## config.mk

```make
export PLATFORM = sky130hd
export DESIGN_NAME = spi_txn_sequencer
export DESIGN_NICKNAME = d
export VERILOG_FILES = /design/src/rtl/spi_txn_sequencer_pkg.sv /design/src/rtl/spi_txn_sequencer_cmd_fifo.sv /design/src/rtl/spi_txn_sequencer.sv
export SDC_FILE = /design/constraint.sdc
export NUM_CORES = 1
export LEC_CHECK = 0
export CAP_MARGIN = 20
export CORE_ASPECT_RATIO = 0.5
export CORE_MARGIN = 2
export CORE_UTILIZATION = 40
export CTS_CLUSTER_SIZE = 10
export DETAILED_ROUTE_END_ITERATION = 7
export PLACE_DENSITY_LB_ADDON = 0.25
export SYNTH_ARGS = -nofsm -noshare
export SYNTH_HDL_FRONTEND = slang
export SYNTH_SLANG_ARGS = --single-unit
```

## constraint.sdc

```tcl
create_clock -name clk -period 4 [get_ports clk]
set_input_delay 0.4 -clock clk [delete_from_list [all_inputs] [get_ports clk]]
set_output_delay 0.4 -clock clk [all_outputs]
set_load 0.01 [all_outputs]
```

## src/rtl/spi_txn_sequencer_pkg.sv

```systemverilog
// Shared types and constants for the SPI transaction sequencer slice.
package spi_txn_sequencer_pkg;

  localparam int SPI_ADDR_WIDTH = 8;
  localparam int SPI_MAX_BYTES  = 4;
  localparam int NBYTES_W       = 2;
  localparam int SPI_DATA_W     = 32;
  localparam int CMD_W          = 1 + NBYTES_W + SPI_ADDR_WIDTH + SPI_DATA_W;

  // Bit offsets of each field inside a flattened command word (read flag is the MSB).
  localparam int CMD_WDATA_LSB  = 0;
  localparam int CMD_ADDR_LSB   = CMD_WDATA_LSB + SPI_DATA_W;
  localparam int CMD_NBYTES_LSB = CMD_ADDR_LSB + SPI_ADDR_WIDTH;
  localparam int CMD_READ_BIT   = CMD_NBYTES_LSB + NBYTES_W;

  typedef enum logic [2:0] {
    ST_IDLE     = 3'd0,
    ST_LAUNCH   = 3'd1,
    ST_WAIT_ACT = 3'd2,
    ST_ACTIVE   = 3'd3,
    ST_RESP     = 3'd4
  } seq_state_t;

  typedef struct packed {
    logic                      read;
    logic [NBYTES_W-1:0]       nbytes;
    logic [SPI_ADDR_WIDTH-1:0] addr;
    logic [SPI_DATA_W-1:0]     wdata;
  } spi_cmd_t;

endpackage

```

## src/rtl/spi_txn_sequencer_cmd_fifo.sv

```systemverilog
// Single-clock command FIFO with show-ahead read data and wrap-bit pointers.
module spi_txn_sequencer_cmd_fifo #(
  parameter int WIDTH = 43,
  parameter int DEPTH = 4
) (
  input  logic             clk,
  input  logic             reset,
  input  logic             push,
  input  logic [WIDTH-1:0] wr_data,
  input  logic             pop,
  output logic [WIDTH-1:0] rd_data,
  output logic             full,
  output logic             empty
);

  localparam int AW = $clog2(DEPTH);

  logic [WIDTH-1:0] mem [DEPTH];
  logic [AW:0]      wr_ptr;
  logic [AW:0]      rd_ptr;

  assign empty   = (wr_ptr == rd_ptr);
  assign full    = (wr_ptr[AW-1:0] == rd_ptr[AW-1:0]) && (wr_ptr[AW] != rd_ptr[AW]);
  assign rd_data = mem[rd_ptr[AW-1:0]];

  // Advance pointers; a full FIFO refuses pushes even when a pop happens the same cycle.
  always_ff @(posedge clk) begin
    if (reset) begin
      wr_ptr <= '0;
      rd_ptr <= '0;
    end else begin
      if (push && !full) wr_ptr <= wr_ptr + 1'b1;
      if (pop && !empty) rd_ptr <= rd_ptr + 1'b1;
    end
  end

  // Storage array needs no reset; contents are only visible through valid pointers.
  always_ff @(posedge clk) begin
    if (push && !full) mem[wr_ptr[AW-1:0]] <= wr_data;
  end

endmodule

```

## src/rtl/spi_txn_sequencer.sv

```systemverilog
// Queues SPI commands and issues them one at a time to the SPI shift engine,
// returning read data on a valid/ready port and flagging a hung driver.
module spi_txn_sequencer
  import spi_txn_sequencer_pkg::*;
#(
  parameter int CMD_DEPTH      = 4,
  parameter int SPI_DATA_WIDTH = 32,
  parameter int TIMEOUT_CYCLES = 8192
) (
  input  logic                      clk,
  input  logic                      reset,
  input  logic                      cmd_valid,
  output logic                      cmd_ready,
  input  logic                      cmd_read,
  input  logic [1:0]                cmd_nbytes,
  input  logic [7:0]                cmd_addr,
  input  logic [SPI_DATA_WIDTH-1:0] cmd_wdata,
  output logic                      rsp_valid,
  input  logic                      rsp_ready,
  output logic [SPI_DATA_WIDTH-1:0] rsp_rdata,
  output logic [7:0]                rsp_addr,
  output logic                      drv_start,
  output logic                      drv_read,
  output logic [1:0]                drv_nbytes,
  output logic [7:0]                drv_address,
  output logic [SPI_DATA_WIDTH-1:0] drv_write_data,
  input  logic                      drv_busy,
  input  logic [SPI_DATA_WIDTH-1:0] drv_read_data,
  output logic                      idle,
  output logic                      err_timeout
);

  localparam int CNT_W = $clog2(TIMEOUT_CYCLES + 1);
  localparam logic [CNT_W-1:0] TO_LIMIT = CNT_W'(TIMEOUT_CYCLES);
  localparam logic [CNT_W-1:0] TO_LAST  = CNT_W'(TIMEOUT_CYCLES - 1);

  seq_state_t       state;
  seq_state_t       state_nxt;
  spi_cmd_t         wr_cmd;
  spi_cmd_t         head_cmd;
  logic [CMD_W-1:0] fifo_rd_data;
  logic             fifo_full;
  logic             fifo_empty;
  logic             pop;
  logic [CNT_W-1:0] busy_cnt;

  assign wr_cmd    = '{read: cmd_read, nbytes: cmd_nbytes, addr: cmd_addr, wdata: cmd_wdata};
  assign head_cmd  = fifo_rd_data;
  assign cmd_ready = !fifo_full;
  assign rsp_valid = (state == ST_RESP);
  assign drv_start = (state == ST_LAUNCH);
  assign idle      = fifo_empty && (state == ST_IDLE);

  spi_txn_sequencer_cmd_fifo #(
    .WIDTH(CMD_W),
    .DEPTH(CMD_DEPTH)
  ) u_cmd_fifo (
    .clk    (clk),
    .reset  (reset),
    .push   (cmd_valid && cmd_ready),
    .wr_data(wr_cmd),
    .pop    (pop),
    .rd_data(fifo_rd_data),
    .full   (fifo_full),
    .empty  (fifo_empty)
  );

  // State register.
  always_ff @(posedge clk) begin
    if (reset) state <= ST_IDLE;
    else       state <= state_nxt;
  end

  // Next-state decode; only one command is ever in flight, including its response.
  always_comb begin
    state_nxt = state;
    pop       = 1'b0;
    case (state)
      ST_IDLE: begin
        if (!fifo_empty && !rsp_valid) begin
          pop       = 1'b1;
          state_nxt = ST_LAUNCH;
        end
      end
      ST_LAUNCH:   state_nxt = ST_WAIT_ACT;
      ST_WAIT_ACT: state_nxt = drv_busy ? ST_ACTIVE : ST_IDLE;
      ST_ACTIVE: begin
        if (!drv_busy) state_nxt = drv_read ? ST_RESP : ST_IDLE;
      end
      ST_RESP: begin
        if (rsp_ready) state_nxt = ST_IDLE;
      end
      default: state_nxt = ST_IDLE;
    endcase
  end

  // Latch the popped command; fields hold until the next pop so the driver can sample them.
  always_ff @(posedge clk) begin
    if (reset) begin
      drv_read       <= 1'b0;
      drv_nbytes     <= '0;
      drv_address    <= '0;
      drv_write_data <= '0;
    end else if (pop) begin
      drv_read       <= head_cmd.read;
      drv_nbytes     <= head_cmd.nbytes;
      drv_address    <= head_cmd.addr;
      drv_write_data <= head_cmd.wdata;
    end
  end

  // Capture read data on the falling edge of busy, tagged with the command's address.
  always_ff @(posedge clk) begin
    if (reset) begin
      rsp_rdata <= '0;
      rsp_addr  <= '0;
    end else if ((state == ST_ACTIVE) && !drv_busy && drv_read) begin
      rsp_rdata <= drv_read_data;
      rsp_addr  <= drv_address;
    end
  end

  // Sticky error: driver never went busy, or stayed busy for TIMEOUT_CYCLES.
  always_ff @(posedge clk) begin
    if (reset) begin
      busy_cnt    <= '0;
      err_timeout <= 1'b0;
    end else begin
      if (state == ST_WAIT_ACT) begin
        busy_cnt <= '0;
        if (!drv_busy) err_timeout <= 1'b1;
      end else if ((state == ST_ACTIVE) && drv_busy) begin
        if (busy_cnt != TO_LIMIT) busy_cnt <= busy_cnt + CNT_W'(1);
        if (busy_cnt == TO_LAST)  err_timeout <= 1'b1;
      end
    end
  end

endmodule
```

==> impl_metrics.toml, run 1 <==
[routing]
dr.pass1.iters = 4
detail_route.wirelength_mm = 22.0
wire_per_inst_um = 17.1
vias_per_cell = 4.98
detail_route.drc_violations = 0
dr.first_iter.drc_count = 360
vias = 6387
ant_nets = 0

[placement]
dpl.hpwl_mm = 13.6
place_area_um2 = 12400
place_inst = 1228
port_buffers = 167
place.gp.congestion = 0.794

[grt]
antenna_found_initial = 0
grtUsageTotal = 0.162
grt_max_degree = 99
grt_overflow_total = 0
grt_pass1_vias = 6463
grt_pass1_wl_mm = 34.8

[worst_setup_path]
path_cells = "xor2_1 > or3_1 > nor2b_1 > clkdlybuf4s50_1"
required_ns = 3.60
rrSetupSlack_ns = 1.43
crit_path_max_incr_delay_ns = 0.58
rr_worst_depth = 4
arrival_ns = 2.38
crit_start = "u_cmd_fifo.wr_ptr[1]"
crit_cells = 4
crit_family = "simple AND/OR/NAND/NOR gates"
crit_path_end_kind = "primary output"
r2r-start = "u_cmd_fifo.wr_ptr[0]"
worstReg2RegEnd = "u_cmd_fifo.mem[1][10]"
worst_path_max_delay_cell = "clkdlybuf4s50_1"
critical_path_class = "flop to primary output"
critPathBufInv = 1
critical_path.max_fanout = 5
crit_path_end = "idle"
critPathLaunchType = "flop"

[sta]
slew_headroom = 0.274
post-route-min-period_ns = 2.78
rsz0062_at_grt = "no"
worstMarginPinSlew_ns = 1.09
hold_viol = 0
setup_tns_ns = 0
finalSetupViolations = 0
fin_crit_sh = 0.694
drv_slew = 0
fmaxAchievable_mhz = 360
clock_skew_ns = 0.0110

[power]
swShare = 0.277
p_int_mw = 5.67
combPwrFrac = 0.231
seq_power_share = 0.449
p_leak_nw = 4.32
power_density_nw_per_um2 = 590
clockPowerShare = 0.320
switchingPower_mw = 2.17
ir_drop_mv = 0.376

[run]
maxCapViolations = 0

[synthesis]
yosys.area.top_type = "edfxtp_1"
ys_ff_latch = 279
syn-cell-area_um2 = 10400
synthArstFlopShare = 0
synthDistinctLibCells = 41
synth_top_area_share = 0.499
ys.flop_type = "edfxtp_1"
synth_edf_count = 172
yosysWarningCount = 0
synth_nets = 835
synthCells = 748
yosysSeqAreaShare = 0.705
avgSynthCellArea_um2 = 13.8
synthTopCellsByArea = "edfxtp_1 (50%), dfxtp_1 (21%), mux4_2 (9.4%)"

[clock_tree]
clock_latency_ns = 0.56
clock_sinks = 279
clk_path_buf_depth = 3
ctsResizeCount = 0
cts_made_buffers = 31
cts_root_buf = "clkbuf_16"
tritoncts = "done"
htreeDepth = 1
postCtsSetupRepairBufs = 0
holdBufCountCts = 0
clk_pin_slew_ns = 0.06

[floorplan]
fp.dieH_um = 118
initial_core_util = 0.409
io_pins = 168
die_area_um2 = 27300
coreArea_um2 = 25300
row_count = 41
dieWidth_um = 232

[finish]
layout_commonest_cell = "nand2_1"
finish.net_count = 1004
most-common-layout-cells = "nand2_1 (177), edfxtp_1 (172), clkdlybuf4s50_1 (166)"
diodes = 0
syn_to_final_growth_pct = 28.2
fin_cells = 1282
fin_area_um2 = 13300
drive_gt1_frac = 0.108

[hold_path]
hp-class = "input port to flop"
holdCritStartpoint = "drv_read_data[30]"

[run_status]
status = "finished, final reports clean"
==> Yosys cell counts (2+ instances only) <==
| cell type | n |
|---|---|
| clkbuf_1 | 31 |
| dfxtp_1 | 107 |
| buf_2 | 11 |
| nor2_1 | 11 |
| a211oi_1 | 3 |
| nor2b_1 | 2 |
| nand3_1 | 10 |
| or4_1 | 4 |
| nand2_1 | 177 |
| mux2i_1 | 3 |
| o31ai_1 | 3 |
| nand4b_1 | 2 |
| mux4_2 | 43 |
| ha_1 | 7 |
| or3_1 | 6 |
| nand4_1 | 5 |
| and4_1 | 2 |
| xnor2_1 | 4 |
| o21ai_0 | 6 |
| xor2_1 | 5 |
| nand2b_1 | 4 |
| and2_1 | 5 |
| nor3_1 | 2 |
| edfxtp_1 | 172 |
| nor4_1 | 5 |
| inv_1 | 8 |
| a21oi_1 | 95 |
| o31a_1 | 2 |
==> final cells by class <==
cell class | instances | area (um^2)
clock inverters | 1 | 20.0
inverters | 8 | 30.0
flip-flops and latches | 279 | 7310
clock buffers | 53 | 858
repair buffers | 180 | 1770
multi-input cells | 417 | 2860
fillers | 2132 | 12100
well taps | 344 | 430
==> logic make-up after synthesis <==
logic type,count (synthesis),synth area share
buffers and inverters,52,0.0203
AND/OR/NAND/NOR,242,0.104
multiplexers,46,0.0964
AO/OA/AOI/OAI,113,0.0581
flip-flops,279,0.705
adder cells (fa/ha/maj),7,0.00846
XOR/XNOR,9,0.00761
==> per-stage QoR <==
step / util / hold WS [ns] / worst slack, ns / total power [mW]
6_report: 0.524 / 0.386 / 1.22 / 7.83
4_1_cts: 0.524 / 0.360 / 1.20 / 7.96
5_1_grt: 0.524 / 0.360 / 1.14 / 8.24
3_3_place_gp: 0.489 / 0.441 / 1.38 / 5.40
2_1_floorplan: - / 0.457 / 1.42 / 4.59
3_5_place_dp: 0.489 / 0.447 / 1.35 / 5.43
==> worst min path at each step <==
stage	to	slack, ns	cells past startpoint
after CTS	rsp_rdata[28]	0.36	3
after global placement	rsp_rdata[14]	0.44	2
final	rsp_rdata[30]	0.39	3
after global routing	rsp_rdata[28]	0.36	3
after floorplan	busy_cnt[13]	0.46	2
after detailed placement	drv_write_data[9]	0.45	2
==> flip-flops by register name, summed over array words and instances, names as in the netlist <==
name / count
u_cmd_fifo.wr_ptr: 3
rsp_rdata: 32
drv_read: 1
state: 3
drv_nbytes: 2
drv_write_data: 32
busy_cnt: 14
err_timeout: 1
rsp_addr: 8
u_cmd_fifo.mem: 172
u_cmd_fifo.rd_ptr: 3
drv_address: 8
==> power by group through the flow <==
stage	logic, mW	clock network [mW]	registers, mW
after global routing	1.98	2.71	3.55
after global placement	1.83	0	3.57
after CTS	1.85	2.59	3.52
after floorplan	0.969	0	3.62
after detailed placement	1.85	0	3.58
final	1.81	2.51	3.52
==> worst reg2reg max path: stages (launching register included) <==
cell,delay [ns]
dfxtp_1,0.45
xor2_1,0.40
o31a_1,0.33
and2_2,0.73
buf_4,0.35
==> routing by layer <==
layer  track usage  up-vias  share of wire
li1              -     3070              -
met1         0.216     3132           0.45
met2         0.270      154           0.47
met3        0.0385       31          0.057
met4        0.0337        0          0.016
met5             0        -              0
Power figures use the tool's default switching activity.
==> inputs of run 2 (changes only) <==
- clock period: 4 -> 2.9 ns (I/O delays scaled with it)
==> run 2 against run 1 <==
  * Die area unchanged
  * Design area increased by 0.56%
  * Flip-flop and latch count unchanged
  * Highest routed layer unchanged
  * Worst setup slack got worse by 1.0 ns
  * Core utilization increased by 0.29 points
  * Sequential power increased by 38%
  * Non-clock buffer count increased by 1
  * Cell count increased by 0.16%
  * Wire length increased by 1.8%
==> impl_metrics.toml, run 2 (synthesis gave the netlist of run 1 again) <==
[run_status]
status = "finished, final reports clean"

[worst_setup_path]
crit_path_end_kind = "primary output"
rr_worst_depth = 5
r2r-start = "state[0]"
critical_path.max_fanout = 7
required_ns = 2.61
rrSetupSlack_ns = 0.67
critical_path_class = "flop to primary output"
crit_path_end = "idle"
arrival_ns = 2.39
critPathLaunchType = "flop"
worstReg2RegEnd = "drv_write_data[11]"
crit_start = "state[0]"

[routing]
detail_route.wirelength_mm = 22.4
vias = 6481
dr.pass1.iters = 4
detail_route.drc_violations = 0
wire_per_inst_um = 17.4
dr.first_iter.drc_count = 349
vias_per_cell = 5.05
ant_nets = 0

[finish]
syn_to_final_growth_pct = 28.9
multiInputGateArea_um2 = 2860
drive_gt1_frac = 0.109
most-common-layout-cells = "nand2_1 (177), edfxtp_1 (172), clkdlybuf4s50_1 (166)"
diodes = 0
regArea_um2 = 7310
fin_cells = 1284
layout_commonest_cell = "nand2_1"
finish.net_count = 1005
n_fill_cell = 2122
largest_register_ffs = 172
fin_util = 0.527

[floorplan]
io_pins = 168
row_count = 41
fp.dieH_um = 118
initial_core_util = 0.409
coreArea_um2 = 25300
dieWidth_um = 232
die_area_um2 = 27300

[clock_tree]
holdBufCountCts = 0
clock_latency_ns = 0.57
postCtsSetupRepairBufs = 0
cts_root_buf = "clkbuf_16"
clk_pin_slew_ns = 0.05
clk_path_buf_depth = 3
clock_sinks = 279
cts_made_buffers = 31
ctsResizeCount = 0
htreeDepth = 1
tritoncts = "done"

[power]
ir_drop_mv = 0.503
power_density_nw_per_um2 = 814
p_leak_nw = 4.34

[grt]
grt_max_degree = 46
grt_pass1_wl_mm = 34.8
grtUsageTotal = 0.162
antenna_found_initial = 0
grt_overflow_total = 0
grt_pass1_vias = 6369

[placement]
port_buffers = 167
place.gp.congestion = 0.810
place_inst = 1229
dpl.hpwl_mm = 13.5

[sta]
slew_headroom = 0.373
setup_tns_ns = 0
clock_skew_ns = 0.00639
drv_slew = 0
finalSetupViolations = 0
fmaxAchievable_mhz = 373
worstMarginPinSlew_ns = 0.940
post-route-min-period_ns = 2.68
hold_viol = 0
rsz0062_at_grt = "no"
fin_crit_sh = 0.924

[hold_path]
hp-class = "input port to flop"
holdCritStartpoint = "reset"

[run]
maxCapViolations = 0
==> run 2: cell types whose count changed in the layout (fill, tap and decap cells not counted) <==
cell | before | now
buf_4 | 14 | 10
clkbuf_1 | 22 | 23
buf_12 | 0 | 5
==> run 2: per-layer routing <==
metal / vias to the layer above / track usage / part of all wire / wire length, um
li1: 3081 / - / - / -
met1: 3199 / 0.207 / 0.41 / 9250
met3: 30 / 0.0390 / 0.066 / 1470
met4: 0 / 0.0397 / 0.017 / 369
met5: - / 0 / 0 / 0
met2: 171 / 0.281 / 0.50 / 11300
==> run 2: critical path, cell delays in order, from the launching register on <==
cell             delay (ns)
dfxtp_1                0.39
nor3_1                 0.64
nor2b_1                0.21
clkdlybuf4s50_1        0.58
==> run 2: worst min-delay path by stage <==
stage               slack [ns]                   end  depth (start not counted)
CTS                       0.14  u_cmd_fifo.wr_ptr[1]                          2
floorplan                 0.39  u_cmd_fifo.mem[0][0]                          0
global route              0.16  u_cmd_fifo.wr_ptr[1]                          2
global placement          0.44         rsp_rdata[15]                          2
detailed placement        0.45     drv_write_data[5]                          2
finish                    0.16  u_cmd_fifo.wr_ptr[1]                          2
==> run 2: per-stage QoR <==
step / cell area [um^2] / power, mW / setup WS (ns) / hold slack (ns)
3_5_place_dp: 12500 / 7.55 / 0.570 / 0.446
3_3_place_gp: 12500 / 7.50 / 0.600 / 0.441
6_report: 13300 / 10.9 / 0.221 / 0.157
4_1_cts: 13300 / 11.0 / 0.233 / 0.143
5_1_grt: 13300 / 11.4 / 0.144 / 0.158
2_1_floorplan: 10400 / 6.34 / 0.315 / 0.389
==> run 2: area by class of cell <==
type,count,area share
Inverter,8,0.00225
Clock inverter,1,0.00150
Timing Repair Buffer,181,0.138
Sequential cell,279,0.548
Multi-Input combinational cell,417,0.214
Tap cell,344,0.0322
Clock buffer,54,0.0646
==> run 2: report_power, final <==
group / switching (mW) / leakage, nW / internal [mW] / total [mW]
clock: 1.48 / 0.419 / 1.99 / 3.47
combinational: 1.32 / 1.47 / 1.23 / 2.54
sequential: 0.228 / 2.45 / 4.63 / 4.86
total: 3.02 / 4.34 / 7.85 / 10.9
